===== config.mk =====
export PLATFORM = sky130hd
export DESIGN_NAME = buffer_de_escrita
export DESIGN_NICKNAME = d
export VERILOG_FILES = /design/src/rtl/buffer_de_escrita.sv
export SDC_FILE = /design/constraint.sdc
export NUM_CORES = 1
export LEC_CHECK = 0
export ABC_AREA = 0
export CORE_MARGIN = 5
export CORE_UTILIZATION = 56
export DETAILED_ROUTE_END_ITERATION = 8
export PLACE_DENSITY = 0.8
export SLEW_MARGIN = 20
export SYNTH_ARGS = -nofsm -noshare
export SYNTH_HDL_FRONTEND = slang
export SYNTH_SLANG_ARGS = --single-unit
export TNS_END_PERCENT = 10

===== constraint.sdc =====
create_clock -name clk -period 8.65 [get_ports clk]
set_clock_uncertainty 0.2 [all_clocks]
set_input_delay 1.2975 -clock clk [delete_from_list [all_inputs] [get_ports clk]]
set_output_delay 1.2975 -clock clk [all_outputs]
set_load 0.01 [all_outputs]

===== src/rtl/buffer_de_escrita.sv =====
// Write buffer between the pipeline and a single-port data memory.
// Stores queue up and drain in order while the port is free; loads take the port and forward from pending stores.
`timescale 1ns/1ps

module buffer_de_escrita #(
    parameter int DEPTH = 4
) (
    input  logic        clk,
    input  logic        rst_n,
    input  logic [15:0] cpu_addr,
    input  logic [15:0] cpu_wdata,
    input  logic        cpu_write,
    input  logic        cpu_read,
    output logic [15:0] cpu_rdata,
    output logic        cpu_stall,
    output logic        buf_empty,
    output logic [15:0] mem_access_addr,
    output logic [15:0] mem_write_data,
    output logic        mem_write_en,
    output logic        mem_read,
    input  logic [15:0] mem_read_data
);

    localparam int PW = $clog2(DEPTH);
    localparam int CW = $clog2(DEPTH + 1);

    logic [15:0]   addr_q [DEPTH];
    logic [15:0]   data_q [DEPTH];
    logic [PW-1:0] head_q, head_d;
    logic [PW-1:0] tail_q, tail_d;
    logic [CW-1:0] count_q, count_d;

    logic          full;
    logic          accept;
    logic          drain;
    logic          fwd_hit;
    logic [15:0]   fwd_data;

    // A full buffer stalls even if a drain frees a slot this cycle; the slot is reusable next cycle.
    assign full      = (count_q == CW'(DEPTH));
    assign cpu_stall = cpu_write && full;
    assign accept    = cpu_write && !full;
    assign drain     = !cpu_read && (count_q != '0);
    assign buf_empty = (count_q == '0);

    always_comb begin
        mem_access_addr = '0;
        mem_write_data  = '0;
        mem_write_en    = 1'b0;
        mem_read        = 1'b0;
        if (cpu_read) begin
            mem_read        = 1'b1;
            mem_access_addr = cpu_addr;
        end else if (drain) begin
            mem_write_en    = 1'b1;
            mem_access_addr = addr_q[head_q];
            mem_write_data  = data_q[head_q];
        end
    end

    // Walk entries oldest to youngest so the last match wins; only word address bits take part.
    always_comb begin
        fwd_hit  = 1'b0;
        fwd_data = '0;
        for (int i = 0; i < DEPTH; i++) begin
            if ((CW'(i) < count_q) &&
                (addr_q[head_q + PW'(i)][8:1] == cpu_addr[8:1])) begin
                fwd_hit  = 1'b1;
                fwd_data = data_q[head_q + PW'(i)];
            end
        end
    end

    assign cpu_rdata = !cpu_read ? 16'h0000 : (fwd_hit ? fwd_data : mem_read_data);

    always_comb begin
        head_d  = drain  ? head_q + PW'(1) : head_q;
        tail_d  = accept ? tail_q + PW'(1) : tail_q;
        count_d = count_q;
        case ({accept, drain})
            2'b10:   count_d = count_q + CW'(1);
            2'b01:   count_d = count_q - CW'(1);
            default: count_d = count_q;
        endcase
    end

    always_ff @(posedge clk or negedge rst_n) begin
        if (!rst_n) begin
            head_q  <= '0;
            tail_q  <= '0;
            count_q <= '0;
        end else begin
            head_q  <= head_d;
            tail_q  <= tail_d;
            count_q <= count_d;
        end
    end

    always_ff @(posedge clk) begin
        if (accept) begin
            addr_q[tail_q] <= cpu_addr;
            data_q[tail_q] <= cpu_wdata;
        end
    end

endmodule

==> results of run 1 <==
==> logic make-up after synthesis <==
kind of cell | share of synthesized area
AO/OA/AOI/OAI | 0.1331
XOR/XNOR | 0.04082
adder cells (fa/ha/maj) | 0.01346
buffers and inverters | 0.04874
flip-flops | 0.4803
multiplexers | 0.2086
AND/OR/NAND/NOR | 0.07506
==> cells in the final DEF (no fill, tap or decap), types with 3 or more instances in the layout <==
cell / n
a21bo_2: 5
a21oi_1: 7
a22o_1: 16
a2bb2oi_1: 4
a31oi_1: 6
a31oi_2: 8
and2_1: 4
buf_4: 9
bufinv_16: 3
clkbuf_16: 17
clkdlybuf4s50_1: 103
clkinvlp_4: 5
dfrtp_1: 5
edfxtp_1: 128
ha_1: 9
inv_1: 5
mux2_2: 27
mux2i_1: 57
mux4_1: 16
mux4_2: 20
nand2_1: 73
nand4_1: 11
nor2_1: 22
nor3_1: 5
o211a_1: 4
o211ai_1: 28
o21ai_0: 27
o31ai_1: 14
o41ai_1: 16
or3_1: 3
or4_1: 4
xnor2_1: 27
xor2_1: 12
==> critical path, cell delays in order, from the launching register on <==
cell and delay, ps:
dfrtp_4 720, buf_4 730, mux4_2 640, xnor2_1 150, o31ai_1 150, or3_1 610
nand2b_4 230, or3_1 700, a31oi_1 370, clkdlybuf4s50_1 600
==> per-layer routing <==
metal  global-route usage  vias to the layer above  share of wire
li1                     -                     2689              -
met4              0.08710                        0          0.019
met5                    0                        -              0
met3              0.05534                       33          0.083
met1               0.2904                     2965           0.41
met2               0.3765                      316           0.49
==> power by group through the flow <==
stage	combinational (mW)	sequential [mW]	clock [mW]
2_1_floorplan	1.13	0.926	0
3_3_place_gp	1.38	1.02	0
3_5_place_dp	1.41	1.04	0
4_1_cts	1.43	1.03	0.715
5_1_grt	1.54	1.04	0.745
6_report	1.43	1.03	0.709
==> cell usage after synthesis, types with 2 or more instances <==
cell type / count / share of area
dfrtp_1: 7 / 0.021
xor2_1: 12 / 0.013
o211a_1: 4 / 0.0048
ha_1: 9 / 0.013
buf_4: 5 / 0.0045
buf_2: 14 / 0.0084
mux2_2: 27 / 0.036
a31oi_2: 8 / 0.012
buf_1: 8 / 0.0036
nand2_1: 73 / 0.033
and3_4: 2 / 0.0027
o211ai_1: 28 / 0.025
mux4_2: 20 / 0.054
o41ai_1: 16 / 0.017
a31oi_4: 2 / 0.0051
buf_12: 2 / 0.0048
or4_1: 4 / 0.0036
mux2i_1: 57 / 0.068
edfxtp_1: 128 / 0.46
xnor2_1: 27 / 0.028
nor2_1: 22 / 0.0099
and2_1: 4 / 0.0030
o21ai_0: 27 / 0.016
o31ai_1: 14 / 0.013
a22o_1: 16 / 0.017
nor3_1: 5 / 0.0030
a21bo_2: 5 / 0.0060
nand4_1: 11 / 0.0082
a2bb2oi_1: 4 / 0.0042
mux4_1: 16 / 0.050
or3_1: 3 / 0.0022
clkbuf_1: 26 / 0.012
buf_6: 9 / 0.012
a21oi_1: 7 / 0.0042
inv_1: 5 / 0.0022
a31oi_1: 6 / 0.0045
or2_2: 2 / 0.0015
==> worst max-delay path by stage <==
stage | startpoint | to | slack (ps)
floorplan | cpu_addr[8] | cpu_rdata[10] | 4020
global placement | cpu_addr[7] | cpu_rdata[3] | 2160
detailed placement | cpu_addr[7] | cpu_rdata[3] | 2030
CTS | head_q[0]$_DFFE_PN0P_ | cpu_rdata[3] | 1850
global route | head_q[0]$_DFFE_PN0P_ | cpu_rdata[3] | 1520
finish | head_q[0]$_DFFE_PN0P_ | cpu_rdata[3] | 1810
==> registers in the layout, summed over array words and instances, names as in the netlist <==
| register | flops |
|---|---|
| tail_q | 2 |
| count_q | 3 |
| data_q | 64 |
| addr_q | 64 |
| head_q | 2 |
==> layout make-up <==
type | count | area share
Clock buffer | 17 | 0.04291
Timing Repair Buffer | 112 | 0.1108
Multi-Input combinational cell | 443 | 0.3982
Clock inverter | 13 | 0.01603
Sequential cell | 135 | 0.4062
Tap cell | 184 | 0.02322
Inverter | 7 | 0.002651
==> impl_metrics.json, run 1 <==
{
  "wl_per_cell_um": 22.07,
  "fin_cells": 911,
  "r2r_setup_slack_ps": 5130,
  "status": "completed",
  "nets": 777,
  "dieArea_mm2": 0.01749,
  "end_kind": "output port",
  "switching_power_mw": 1.178,
  "cp-start-kind": "flop",
  "p_seq_frac": 0.324,
  "synthArstFlopShare": 0.05185,
  "place_area_mm2": 0.009329,
  "cts_buffers": 17,
  "hold_slack_ps": 395.6,
  "synth_edf_count": 128,
  "firstDrtPassIters": 5,
  "cts_tree": "yes",
  "cts_num_sinks": 135,
  "worst_ep_required_time_ps": 7150,
  "post_cts_buffers": 0,
  "yosysWarnings": 0,
  "holdBufCountCts": 0,
  "r2r-start": "count_q[0]$_DFFE_PN0P_",
  "synth_cell_types": 52,
  "clkTransAtPathRegs_ps": 50,
  "path_max_fanout": 72,
  "layout-area-overhead-vs-synth_pct": 18.47,
  "crit_type": "flop to output port",
  "switching_share": 0.3717,
  "gr-total-overflow": 0,
  "wirelength_um": 20110,
  "clockBufferDepth": 2,
  "drt_iter0_drc": 604,
  "fin_total_pwr_mw": 3.170,
  "place.gp.congestion": 0.8862,
  "maxSlewHeadroom": 0.2860,
  "rsz0062_at_grt": "no",
  "vias": 6003,
  "die_w_um": 132.2,
  "setup_ws_ps": 1810,
  "fill_cells": 972,
  "seqCellArea_mm2": 0.004026,
  "rr_worst_depth": 9,
  "synth-main-ff-cell": "edfxtp_1",
  "postSynthAreaPerCell_um2": 12.87,
  "h-tree-depth": 4,
  "cts-root-buf": "clkbuf_16",
  "multi_input_area_mm2": 0.003948,
  "ios": 104,
  "syn_nets": 711,
  "viasPerCell": 6.589,
  "power.density_mw_per_mm2": 319.8,
  "hold_end": "count_q[1]$_DFFE_PN0P_",
  "antenna_cells": 0,
  "hold_viol_final": 0,
  "drive_gt1_frac": 0.1527,
  "power.share.combinational": 0.453,
  "max_cap_violations": 0,
  "fp.dieH_um": 132.2,
  "ir_worst_vdd_mv": 0.1842,
  "intPower_mw": 1.992,
  "clk_latency_ps": 410,
  "finish.instance_area_mm2": 0.009913,
  "port_buffers": 103,
  "grt_max_degree": 73,
  "p_leak_nw": 3.439,
  "antenna_found_initial": 0,
  "tightest_slew_ps": 1069,
  "hp-start": "count_q[1]$_DFFE_PN0P_",
  "r2r-end": "count_q[2]$_DFFE_PN0P_",
  "ys_ff_latch": 135,
  "cts.repair.resized": 0,
  "preCtsSetupSlack_ps": 2033,
  "yosysSeqAreaShare": 0.4803,
  "fin_util": 0.6795,
  "start_util": 0.5736,
  "timing.final.crit_share": 0.7908,
  "drc_errors": 0,
  "postSynthCellCount": 650,
  "core.rowCount": 44,
  "hold_depth": 2,
  "setup_viol": 0,
  "power.share.clock": 0.224,
  "hp-class": "flop to flop",
  "hpwl_um": 13110,
  "grt_pass1_vias": 6060,
  "finalMaxSlewViolations": 0,
  "ant_nets": 0,
  "tns_ps": 0,
  "syn_area_mm2": 0.008368,
  "track_usage": 0.2272,
  "worstPathArrival_ps": 5340,
  "dp_cells": 881,
  "fmax_mhz": 146.2,
  "grt_pass1_wl_um": 31680,
  "fin_crit_ps": 6840,
  "core_mm2": 0.01459
}
Note: power is estimated with default switching activity, not from simulation.
==> run 2: changes to the inputs <==
==> constraint.sdc (replaced) <==
create_clock -name clk -period 6.5 [get_ports clk]
set_clock_uncertainty 0.2 [all_clocks]
set_input_delay 0.975 -clock clk [delete_from_list [all_inputs] [get_ports clk]]
set_output_delay 0.975 -clock clk [all_outputs]
set_load 0.01 [all_outputs]
==> run 2 against run 1 <==
Against the previous run: clock power grew 37%; first-iteration DRC count shrank 18%; largest power group unchanged; sequential power grew 33%; total power grew 34%; utilization grew 0.16 points; non-clock buffer count grew 2; via count is essentially flat; largest cell class unchanged; critical endpoint is now cpu_rdata[14]; combinational power grew 34%; critical path type unchanged; flip-flop and latch count is the same; sequential share of layout area shrank 0.097 points.
==> impl_metrics.json, run 2 (synthesis gave the netlist of run 1 again) <==
{
  "firstDrtPassIters": 5,
  "power.density_mw_per_mm2": 428.1,
  "timing.final.crit_share": 0.8771,
  "r2r_setup_slack_ps": 3060,
  "worstPathArrival_ps": 4530,
  "fill_cells": 1013,
  "hp-start": "count_q[0]$_DFFE_PN0P_",
  "end_kind": "output port",
  "cts_tree": "yes",
  "power.share.clock": 0.228,
  "nets": 779,
  "h-tree-depth": 4,
  "core.rowCount": 44,
  "ant_nets": 0,
  "path_max_fanout": 60,
  "grt_max_degree": 71,
  "drive_gt1_frac": 0.1532,
  "hpwl_um": 13360,
  "clk_latency_ps": 420,
  "finish.instance_area_mm2": 0.009937,
  "cts_num_sinks": 135,
  "fin_crit_ps": 5701,
  "ios": 104,
  "wirelength_um": 20590,
  "intPower_mw": 2.661,
  "r2r-end": "count_q[2]$_DFFE_PN0P_",
  "setup_viol": 0,
  "rr_worst_depth": 9,
  "finalMaxSlewViolations": 0,
  "die_w_um": 132.2,
  "rsz0062_at_grt": "no",
  "hold_viol_final": 0,
  "port_buffers": 103,
  "grt_pass1_vias": 6018,
  "viasPerCell": 6.555,
  "layout_commonest_cell": "edfxtp_1",
  "cts.repair.resized": 0,
  "vias": 5998,
  "grt_pass1_wl_um": 32810,
  "gr-total-overflow": 0,
  "seqCellArea_mm2": 0.004026,
  "antenna_found_initial": 0,
  "clockBufferDepth": 2,
  "switching_power_mw": 1.592,
  "wl_met2_um": 10220,
  "track_usage": 0.2341,
  "wl_per_cell_um": 22.50,
  "switching_share": 0.3743,
  "post_cts_buffers": 0,
  "holdBufCountCts": 0,
  "antenna_cells": 0,
  "fmax_mhz": 175.4,
  "crit_start": "head_q[1]$_DFFE_PN0P_",
  "place_area_mm2": 0.009344,
  "ir_worst_vdd_mv": 0.3299,
  "hp-class": "flop to flop",
  "cpPeakStageDelay_ps": 950,
  "power.share.combinational": 0.451,
  "cts-root-buf": "clkbuf_16",
  "tightest_slew_ps": 1059,
  "worst_ep_required_time_ps": 5320,
  "hold_end": "count_q[0]$_DFFE_PN0P_",
  "path_common_cell": "or3_1",
  "clkTransAtPathRegs_ps": 60,
  "crit_chain": "mux4_1 > xnor2_1 > nand4_1 > or3_1 > nand2b_4 > or3_1 > buf_4 > a31oi_1 > clkdlybuf4s50_1",
  "layout_common_cells": "edfxtp_1, clkdlybuf4s50_1, nand2_1",
  "tns_ps": 0,
  "hold_depth": 1,
  "core_mm2": 0.01459,
  "crit_slowest_cell": "dfrtp_4",
  "top_layer": "met4",
  "place.gp.congestion": 0.8540,
  "wirelength_met1_um": 8561,
  "multi_input_area_mm2": 0.003948,
  "cts_buffers": 17,
  "fp.dieH_um": 132.2,
  "max_cap_violations": 0,
  "p_leak_nw": 3.458,
  "crit_type": "flop to output port",
  "status": "completed",
  "reg_top3": "addr_q x64, data_q x64, count_q x3",
  "r2r-start": "count_q[0]$_DFFE_PN0P_",
  "cp-start-kind": "flop",
  "wl_met3_um": 1619,
  "drc_errors": 0,
  "maxSlewHeadroom": 0.2927,
  "layout-area-overhead-vs-synth_pct": 18.75,
  "start_util": 0.5736,
  "drt_iter0_drc": 498,
  "p_seq_frac": 0.322,
  "dieArea_mm2": 0.01749
}
==> run 2: cell types whose count changed in the layout (fill, tap and decap cells not counted) <==
cell        previous run  this run
clkinvlp_4             5         3
clkinv_4               2         3
clkbuf_1               0         3
inv_6                  0         1
clkinv_2               2         1
buf_4                  9        11
==> run 2: final cells by class <==
class | count | share of cell area
Sequential cell | 135 | 0.4052
Multi-Input combinational cell | 443 | 0.3973
Timing Repair Buffer | 114 | 0.1121
Clock buffer | 20 | 0.04394
Tap cell | 184 | 0.02317
Clock inverter | 12 | 0.01574
Inverter | 7 | 0.002644
==> run 2: per-layer routing <==
layer	global-route usage	vias up
met4	0.05373	0
met3	0.05992	19
met5	0	-
li1	-	2689
met2	0.3812	245
met1	0.3192	3045
==> run 2: how the worst max path moves through the flow <==
stage	to	slack, ps	cells after the start
floorplan	cpu_rdata[10]	2440	13
finish	cpu_rdata[14]	800	9
global placement	cpu_rdata[14]	1100	9
CTS	cpu_rdata[14]	840	9
detailed placement	cpu_rdata[14]	1050	9
global route	cpu_rdata[14]	520	9
==> run 2: critical path, delay by kind of cell (launching register included) <==
kind / cells / cell delay, ps
DFF: 1 / 950
buffers and inverters: 2 / 820
muxes: 1 / 470
xor gates and xnor gates: 1 / 170
and+or+nand+nor: 4 / 1340
AOI/OAI and AO/OA: 1 / 280
==> run 2: power by group through the flow <==
stage                     combinational [mW]  clock (mW)  sequential, mW
after floorplan                         1.50           0            1.23
after global placement                  1.86           0            1.36
after detailed placement                1.89           0            1.38
after CTS                               1.91       0.973            1.37
after global routing                    2.05        1.02            1.40
final                                   1.92       0.968            1.37
==> run 2: per-stage QoR <==
step	util	total power, mW	hold slack [ps]	setup WS, ps	cells
finish	0.6811	4.254	420.8	798.9	915
global route	0.6811	4.465	449.5	518.4	915
CTS	0.6811	4.253	424.2	836.2	915
detailed placement	0.6405	3.270	377.2	1048	883
global placement	0.6405	3.216	347.2	1103	883
floorplan	-	2.732	315.1	2445	650
==> run 3: changes to the inputs <==
--- a/config.mk
+++ b/config.mk
@@ -10,6 +10,7 @@
 export CORE_UTILIZATION = 56
 export DETAILED_ROUTE_END_ITERATION = 8
 export PLACE_DENSITY = 0.8
+export RECOVER_POWER = 25
 export SLEW_MARGIN = 20
 export SYNTH_ARGS = -nofsm -noshare
 export SYNTH_HDL_FRONTEND = slang
==> run 3 against run 2 <==
Against the previous run: flip-flop and latch count did not move; non-clock buffer count did not move; design area did not move; clock-buffer cell count did not move; register-to-register slack barely moved; first-iteration DRC count fell by 1.6%; sequential power barely moved; global-route usage did not move; critical path type unchanged; largest cell class unchanged.
==> impl_metrics.json, run 3 (synthesis gave the netlist of run 1 again) <==
{
  "status": "completed",
  "layout_commonest_cell": "edfxtp_1",
  "timing.final.crit_share": 0.8797,
  "p_seq_frac": 0.322,
  "hp-class": "flop to flop",
  "start_util": 0.5736,
  "gr-total-overflow": 0,
  "ios": 104,
  "grt_pass1_wl_um": 32810,
  "switching_power_mw": 1.588,
  "crit_start": "head_q[1]$_DFFE_PN0P_",
  "fin_total_pwr_mw": 4.247,
  "tightest_slew_ps": 1052,
  "ant_nets": 0,
  "hpwl_um": 13360,
  "max_cap_violations": 0,
  "antenna_cells": 0,
  "worstPathArrival_ps": 4540,
  "dieArea_mm2": 0.01749,
  "hp-start": "count_q[0]$_DFFE_PN0P_",
  "switching_share": 0.3740,
  "tns_ps": 0,
  "worst_ep_required_time_ps": 5320,
  "fmax_mhz": 174.9,
  "hold_viol_final": 0,
  "vias": 6007,
  "track_usage": 0.2341,
  "post_cts_buffers": 0,
  "cts-root-buf": "clkbuf_16",
  "fp.dieH_um": 132.2,
  "layout_common_cells": "edfxtp_1, clkdlybuf4s50_1, nand2_1",
  "maxSlewHeadroom": 0.2976,
  "end_kind": "output port",
  "clkTransAtPathRegs_ps": 60,
  "reg_top3": "addr_q x64, data_q x64, count_q x3",
  "preCtsSetupSlack_ps": 1048,
  "viasPerCell": 6.565,
  "setup_viol": 0,
  "cp-start-kind": "flop",
  "power.share.clock": 0.228,
  "finalMaxSlewViolations": 0,
  "power.density_mw_per_mm2": 427.4,
  "p_leak_nw": 3.463,
  "ir_worst_vdd_mv": 0.3291,
  "h-tree-depth": 4,
  "nets": 779,
  "cts_buffers": 17,
  "cts_num_sinks": 135,
  "drc_errors": 0,
  "layout-area-overhead-vs-synth_pct": 18.75,
  "cts_tree": "yes",
  "setup_ws_ps": 782.2,
  "fin_crit_ps": 5718,
  "firstDrtPassIters": 5,
  "port_buffers": 103,
  "grt_max_degree": 71,
  "clk_latency_ps": 420,
  "clockBufferDepth": 2,
  "grt_pass1_vias": 6018,
  "wl_per_cell_um": 22.42,
  "power.share.combinational": 0.450,
  "crit_type": "flop to output port",
  "intPower_mw": 2.659,
  "fin_util": 0.6811,
  "wirelength_um": 20510,
  "drive_gt1_frac": 0.1532,
  "path_max_fanout": 60,
  "drt_iter0_drc": 490,
  "place.gp.congestion": 0.8540,
  "rsz0062_at_grt": "no",
  "core.rowCount": 44,
  "die_w_um": 132.2,
  "fill_cells": 1013,
  "r2r-start": "count_q[0]$_DFFE_PN0P_",
  "holdBufCountCts": 0,
  "antenna_found_initial": 0,
  "cts.repair.resized": 0,
  "core_mm2": 0.01459
}
==> run 3: layout make-up <==
| type | count | area, µm² | share of cell area |
|---|---|---|---|
| clock buffers | 20 | 436.7 | 0.04394 |
| clock inverters | 12 | 156.4 | 0.01574 |
| inverters | 7 | 26.28 | 0.002644 |
| multi-input cells | 443 | 3948 | 0.3973 |
| flip-flops and latches | 135 | 4026 | 0.4052 |
| well taps | 184 | 230.2 | 0.02317 |
| repair buffers | 114 | 1114 | 0.1121 |
==> run 3: path summary, 6_finish.rpt <==
path / depth (start not counted) / endpoint / slack, ps
setup / recovery: 9 / cpu_rdata[14] / 780
hold / removal: 1 / count_q[0]$_DFFE_PN0P_ / 420
setup reg to reg: 9 / count_q[2]$_DFFE_PN0P_ / 3060
hold reg to reg: 1 / count_q[0]$_DFFE_PN0P_ / 420
max in group asynchronous: 1 / head_q[0]$_DFFE_PN0P_ / 5120
min in group asynchronous: 1 / head_q[1]$_DFFE_PN0P_ / 690
==> run 3: metrics by stage <==
step	cells	cell area, µm²	hold slack [ps]
finish	915	9937	420.6
global route	915	9937	449.5
floorplan	650	8368	315.1
global placement	883	9344	347.2
detailed placement	883	9344	377.2
CTS	915	9937	424.2
==> run 3: power groups by stage <==
stage / clock network, mW / logic (mW) / registers [mW]
2_1_floorplan: 0 / 1.50 / 1.23
3_3_place_gp: 0 / 1.86 / 1.36
3_5_place_dp: 0 / 1.89 / 1.38
4_1_cts: 0.973 / 1.91 / 1.37
5_1_grt: 1.02 / 2.04 / 1.40
6_report: 0.968 / 1.91 / 1.37
==> run 3: worst max-delay path, stage by stage, from the launching register on <==
cell and delay, ps:
dfrtp_4 950, mux4_1 470, xnor2_1 170, nand4_1 190
or3_1 570, nand2b_4 240, or3_1 350, buf_4 230
a31oi_1 290, clkdlybuf4s50_1 590
==> run 3: metal layers <==
layer / GRT usage / wire [µm] / up-vias
met3: 0.05992 / 1589 / 16
met4: 0.05373 / 194 / 0
met5: 0 / 0 / -
met1: 0.3192 / 8543 / 3031
met2: 0.3812 / 10190 / 272
li1: - / - / 2688
